$ cat src/rtl/text_fetch_arbiter.sv
// text_fetch_arbiter: one-span-ahead glyph prefetch plus display-priority sharing of the VRAM port with the host
module text_fetch_arbiter (
  input  logic        i_clk,
  input  logic        i_rst,
  input  logic [9:0]  i_draw_x,
  input  logic [9:0]  i_draw_y,
  input  logic        i_host_req,
  input  logic        i_host_we,
  input  logic [10:0] i_host_addr,
  input  logic [31:0] i_host_wdata,
  output logic        o_host_ack,
  output logic [31:0] o_host_rdata,
  output logic [10:0] o_vram_addr,
  output logic        o_vram_we,
  output logic [31:0] o_vram_wdata,
  input  logic [31:0] i_vram_rdata,
  output logic [10:0] o_font_addr,
  input  logic [7:0]  i_font_data,
  output logic        o_pix_on,
  output logic [3:0]  o_fg_idx,
  output logic [3:0]  o_bg_idx
);
  localparam int H_ACTIVE = 640;
  localparam int V_ACTIVE = 480;
  localparam int H_TOTAL = 800;
  localparam int V_TOTAL = 525;
  localparam int WORDS_PER_ROW = 40;

  logic        w_slot, w_wrap, w_grant, w_active;
  logic [9:0]  w_line;
  logic [5:0]  w_span;
  logic [10:0] w_fetch_addr;
  logic [15:0] w_char;
  logic [7:0]  w_row;
  logic [3:0]  r_line;
  logic        r_p1, r_p2, r_p3, r_p4;
  logic [31:0] r_word, r_act_word;
  logic [7:0]  r_row0, r_row1, r_act_row0, r_act_row1;
  logic        r_ack, r_we;
  logic [10:0] r_vram_addr, r_font_addr;

  // Slot detection, fetch target, VRAM/font port muxing and host completion outputs
  always_comb begin
    w_wrap = i_draw_x == 10'(H_TOTAL - 16);
    w_slot = !i_rst && i_draw_x[3:0] == 4'd0 && (i_draw_x < 10'(H_ACTIVE - 16) || w_wrap);
    w_line = w_wrap ? (i_draw_y == 10'(V_TOTAL - 1) ? 10'd0 : i_draw_y + 10'd1) : i_draw_y;
    w_span = w_wrap ? 6'd0 : i_draw_x[9:4] + 6'd1;
    w_fetch_addr = 11'(w_line[9:4]) * 11'(WORDS_PER_ROW) + 11'(w_span);
    w_grant = !i_rst && !w_slot && i_host_req && !r_ack;
    o_vram_addr = w_slot ? w_fetch_addr : w_grant ? i_host_addr : r_vram_addr;
    o_vram_we = w_grant && i_host_we;
    o_vram_wdata = w_grant ? i_host_wdata : 32'd0;
    o_font_addr = r_p2 ? {r_word[14:8], r_line} : r_p3 ? {r_word[30:24], r_line} : r_font_addr;
    o_host_ack = r_ack;
    o_host_rdata = (r_ack && !r_we) ? i_vram_rdata : 32'd0;
  end

  // Fetch pipeline, staging, span-boundary commit and host in-flight tracking
  always_ff @(posedge i_clk) begin
    if (i_rst) begin
      r_p1 <= 1'b0;
      r_p2 <= 1'b0;
      r_p3 <= 1'b0;
      r_p4 <= 1'b0;
      r_line <= 4'd0;
      r_word <= 32'd0;
      r_row0 <= 8'd0;
      r_row1 <= 8'd0;
      r_act_word <= 32'd0;
      r_act_row0 <= 8'd0;
      r_act_row1 <= 8'd0;
      r_ack <= 1'b0;
      r_we <= 1'b0;
      r_vram_addr <= 11'd0;
      r_font_addr <= 11'd0;
    end else begin
      r_p1 <= w_slot;
      r_p2 <= r_p1;
      r_p3 <= r_p2;
      r_p4 <= r_p3;
      if (w_slot) r_line <= w_line[3:0];
      if (r_p1) r_word <= i_vram_rdata;
      if (r_p3) r_row0 <= i_font_data;
      if (r_p4) r_row1 <= i_font_data;
      if (i_draw_x[3:0] == 4'hf) begin
        r_act_word <= r_word;
        r_act_row0 <= r_row0;
        r_act_row1 <= r_row1;
      end
      r_ack <= w_grant;
      r_we <= o_vram_we;
      r_vram_addr <= o_vram_addr;
      r_font_addr <= o_font_addr;
    end
  end

  // Per-pixel foreground decision from the committed cell, blanked outside the visible area
  always_comb begin
    w_active = i_draw_x < 10'(H_ACTIVE) && i_draw_y < 10'(V_ACTIVE);
    w_char = i_draw_x[3] ? r_act_word[31:16] : r_act_word[15:0];
    w_row = i_draw_x[3] ? r_act_row1 : r_act_row0;
    o_pix_on = w_active && (w_row[~i_draw_x[2:0]] ^ w_char[15]);
    o_fg_idx = w_active ? w_char[7:4] : 4'd0;
    o_bg_idx = w_active ? w_char[3:0] : 4'd0;
  end
endmodule

$ cat config.mk
export PLATFORM = sky130hd
export DESIGN_NAME = text_fetch_arbiter
export DESIGN_NICKNAME = d
export VERILOG_FILES = /design/src/rtl/text_fetch_arbiter.sv
export SDC_FILE = /design/constraint.sdc
export NUM_CORES = 1
export LEC_CHECK = 0
export BUFFER_PORTS_ARGS = -buffer_cell sky130_fd_sc_hd__buf_4
export CAP_MARGIN = 20
export CORE_MARGIN = 5
export CORE_UTILIZATION = 47
export CTS_BUF_LIST = sky130_fd_sc_hd__clkbuf_4
export DETAILED_ROUTE_END_ITERATION = 6
export PLACE_DENSITY = 0.86
export SYNTH_ARGS = -nofsm -noshare
export SYNTH_HDL_FRONTEND = slang
export SYNTH_SLANG_ARGS = --single-unit
$ cat constraint.sdc
create_clock -name i_clk -period 5.5 [get_ports i_clk]
set_input_delay 1.1 -clock i_clk [delete_from_list [all_inputs] [get_ports i_clk]]
set_output_delay 1.1 -clock i_clk [all_outputs]
set_load 0.01 [all_outputs]
==> impl_metrics.tcl <==
set metrics [dict create \
    final_area_um2 7939 \
    synthesis.nets 793 \
    arrival_ns 4.50 \
    portBuffers 203 \
    drtIter0Drc 397 \
    worst_r2r_startpoint "r_p3" \
    syn_area_um2 5766 \
    initial_core_util 0.4800 \
    p_per_area_nw_per_um2 222.0 \
    clock-sinks 114 \
    endpoint_kind "output port" \
    cts-root-buf "clkbuf_4" \
    synth.top_cell.area_share 0.3958 \
    worst_pin_slew_ns 1.070 \
    cts_tree "done" \
    synth_area_leader_cell "dfxtp_1" \
    place_area_um2 7475 \
    reg2reg_setup_slack_ns 3.58 \
    track_usage 0.2113 \
    leakage_uw 0.003300 \
    grt_max_degree 66 \
    setup-violations-final 1 \
    dp_slack_ns -0.1404 \
    synth_ff_type "dfxtp_1" \
    synth-seq-cells 114 \
    core_area_um2 12010 \
    rsz0062_at_grt "true" \
    slew_viol_final 0 \
    hpwl_um 11540 \
    worstSetupPathType "input port to output port" \
    yosys-top-cells-count "114 x dfxtp_1, 101 x nand2_1, 84 x nor2_1" \
    rr_endpoint "r_font_addr[3]" \
    place_inst 994 \
    ys_types 42 \
    max_freq_mhz 178.6 \
    die_h_um 120.8 \
    slew_headroom 0.2858 \
    hold_viol 0 \
    io-pin-count 204 \
    grt_pass1_vias 5254 \
    num_rows 40 \
    yosys_warnings 0 \
    drc_errors 0 \
    fin_crit_ns 5.598 \
    firstDrtPassIters 4 \
    gp_congestion 0.9273 \
    async_reset_ff_frac 0 \
    layout-drive-gt1-share 0.3409 \
    cts.clk_slew.worst_paths_ns 0.10 \
    antennaDiodeCount 0 \
    nets 997 \
    htree_num_levels 4 \
    hold_path_depth 2 \
    cts_hold_buf 0 \
    worstPathMaxFanout 2 \
    crit_required_ns 4.40 \
    fin_tns_setup_ns -0.09815 \
    avgSynthCellArea_um2 8.618 \
    antenna_found_initial 0 \
    stdcell_count 1033 \
    die_area_um2 14580 \
    cts_buffers 17 \
    dr_total_vias 5389 \
    netlist_instances 669 \
    holdCritPathClass "flop to flop" \
    skew_ns 0.01184 \
    peakVddDrop_mv 0.1146 \
    timing.final.ws_setup_ns -0.09815 \
    grt_pass1_wl_um 24830 \
    status "finished, violations left" \
    overflow 0 \
    clock_latency_ns 0.53 \
    vias_per_cell 5.217 \
    wl_per_cell_um 15.32 \
    whs_endpoint "r_act_word[20]" \
    ys_seq_area_frac 0.3958 \
    violations "setup timing" \
    cts_max_path_buffers 2 \
    startpoint_type "input port" \
    areaGrowthSynthToFinish_pct 37.70 \
    maxCapViolations 0 \
    die_w_um 120.8 \
    r2r_cells 3 \
    min_period_over_period 1.018 \
    post-synth-top-count-cell "dfxtp_1" \
    ant_nets 0 \
    synth-edff-count 0 \
    wl_um 15830 \
    synth_area_leaders "dfxtp_1 40%, mux2i_1 11%, and2_1 7.4%, nand2_1 6.6%, nor2_1 5.5%" \
    hold_start "r_word[20]" \
]
==> cell families after synthesis <==
| group | count (synthesis) | synth area share |
|---|---|---|
| buf+inv | 54 | 0.03602 |
| compound gates | 93 | 0.1079 |
| fa+ha+maj | 17 | 0.03950 |
| flops | 114 | 0.3958 |
| mux | 74 | 0.1402 |
| simple gates | 296 | 0.2487 |
| xor+xnor | 21 | 0.03190 |
==> stage by stage <==
stage | util | hold WS (ns) | power (uW)
detailed placement | 0.6223 | 0.4431 | 1166
floorplan | - | 0.4285 | 1009
global route | 0.6609 | 0.4782 | 1856
finish | 0.6609 | 0.4487 | 1762
global placement | 0.6223 | 0.4400 | 1161
CTS | 0.6523 | 0.4554 | 1769
==> critical path, cell delays in order <==
cell and delay [ns]:
buf_4 0.12, inv_2 0.04, ha_2 0.17, nand4b_1 0.17
nor3b_4 0.27, nand3_2 0.16, nor2_4 0.11, nand2_1 0.10
xnor2_2 0.19, ha_2 0.22, ha_4 0.17, fa_2 0.54
nand2_2 0.07, nor2_2 0.10, nor4b_4 0.21, xnor2_1 0.16
xnor2_1 0.11, a221oi_2 0.30, buf_4 0.18
==> layer usage <==
layer	global-route usage	wire (um)	vias to the layer above
met5	0	0	-
met4	0.08215	317	0
met3	0.07109	1315	23
met2	0.3570	7692	208
met1	0.2472	6504	2478
li1	-	-	2680
==> worst max-delay path by stage <==
stage | from | endpoint | slack [ns] | cells after the start
final | i_draw_x[5] | o_vram_addr[10] | -0.1 | 19
after floorplan | i_draw_x[3] | o_vram_addr[10] | 0.01 | 15
after detailed placement | i_draw_x[3] | o_vram_addr[10] | -0.14 | 16
after CTS | i_draw_x[2] | o_vram_addr[10] | -0.12 | 16
after global routing | i_draw_x[5] | o_vram_addr[10] | -0.24 | 18
after global placement | i_draw_x[3] | o_vram_addr[10] | -0.09 | 16
==> final cells by class <==
class,count,area (um^2)
tap,147,183.9
clock buffer,20,150.1
multi-input combinational,501,3425
sequential,114,2283
clock inverter,12,113.9
inverter,7,26.28
timing repair buffer,232,1757
fill,990,4073
==> registers in the layout, indices dropped and copies added (netlist names) <==
name         flops
r_p1             1
r_word          32
r_we             1
r_row1           8
r_act_row1       8
r_row0           8
r_act_word      18
o_host_ack       1
r_font_addr     11
r_act_row0       8
r_p4             1
r_line           4
r_vram_addr     11
r_p2             1
r_p3             1
==> cell usage in the layout, fill, tap and decap left out, drive strengths merged, types with 2 or more instances in the layout <==
master,Yosys,routed
nor2b,18,18
nand4,5,5
a311oi,10,10
ha,15,15
nand2,101,101
clkinvlp,0,2
nand3,4,4
nor4b,2,2
nor3,2,2
a22oi,10,10
o2bb2ai,14,14
fa,2,2
buf,8,232
nor2,84,84
a21oi,41,41
mux2,4,4
and4,4,4
xnor2,15,15
clkinv,0,7
xor2,6,6
mux4,5,5
bufinv,0,2
and2,68,68
inv,7,8
a21o,2,2
o21ai,9,9
nor4,2,2
a211oi,3,3
mux2i,65,65
dfxtp,114,114
clkbuf,39,20
==> repair_timing <==
action	in CTS	in global routing
setup buffers	5	2
gates resized for setup	13	16
endpoints found under the setup margin	2	4
pin swaps	16	17
==> where the power goes <==
group	switching, uW	internal [uW]
combinational	161	173
clock	309	277
sequential	7.51	835
No activity file was read; power rests on OpenSTA's default activity.
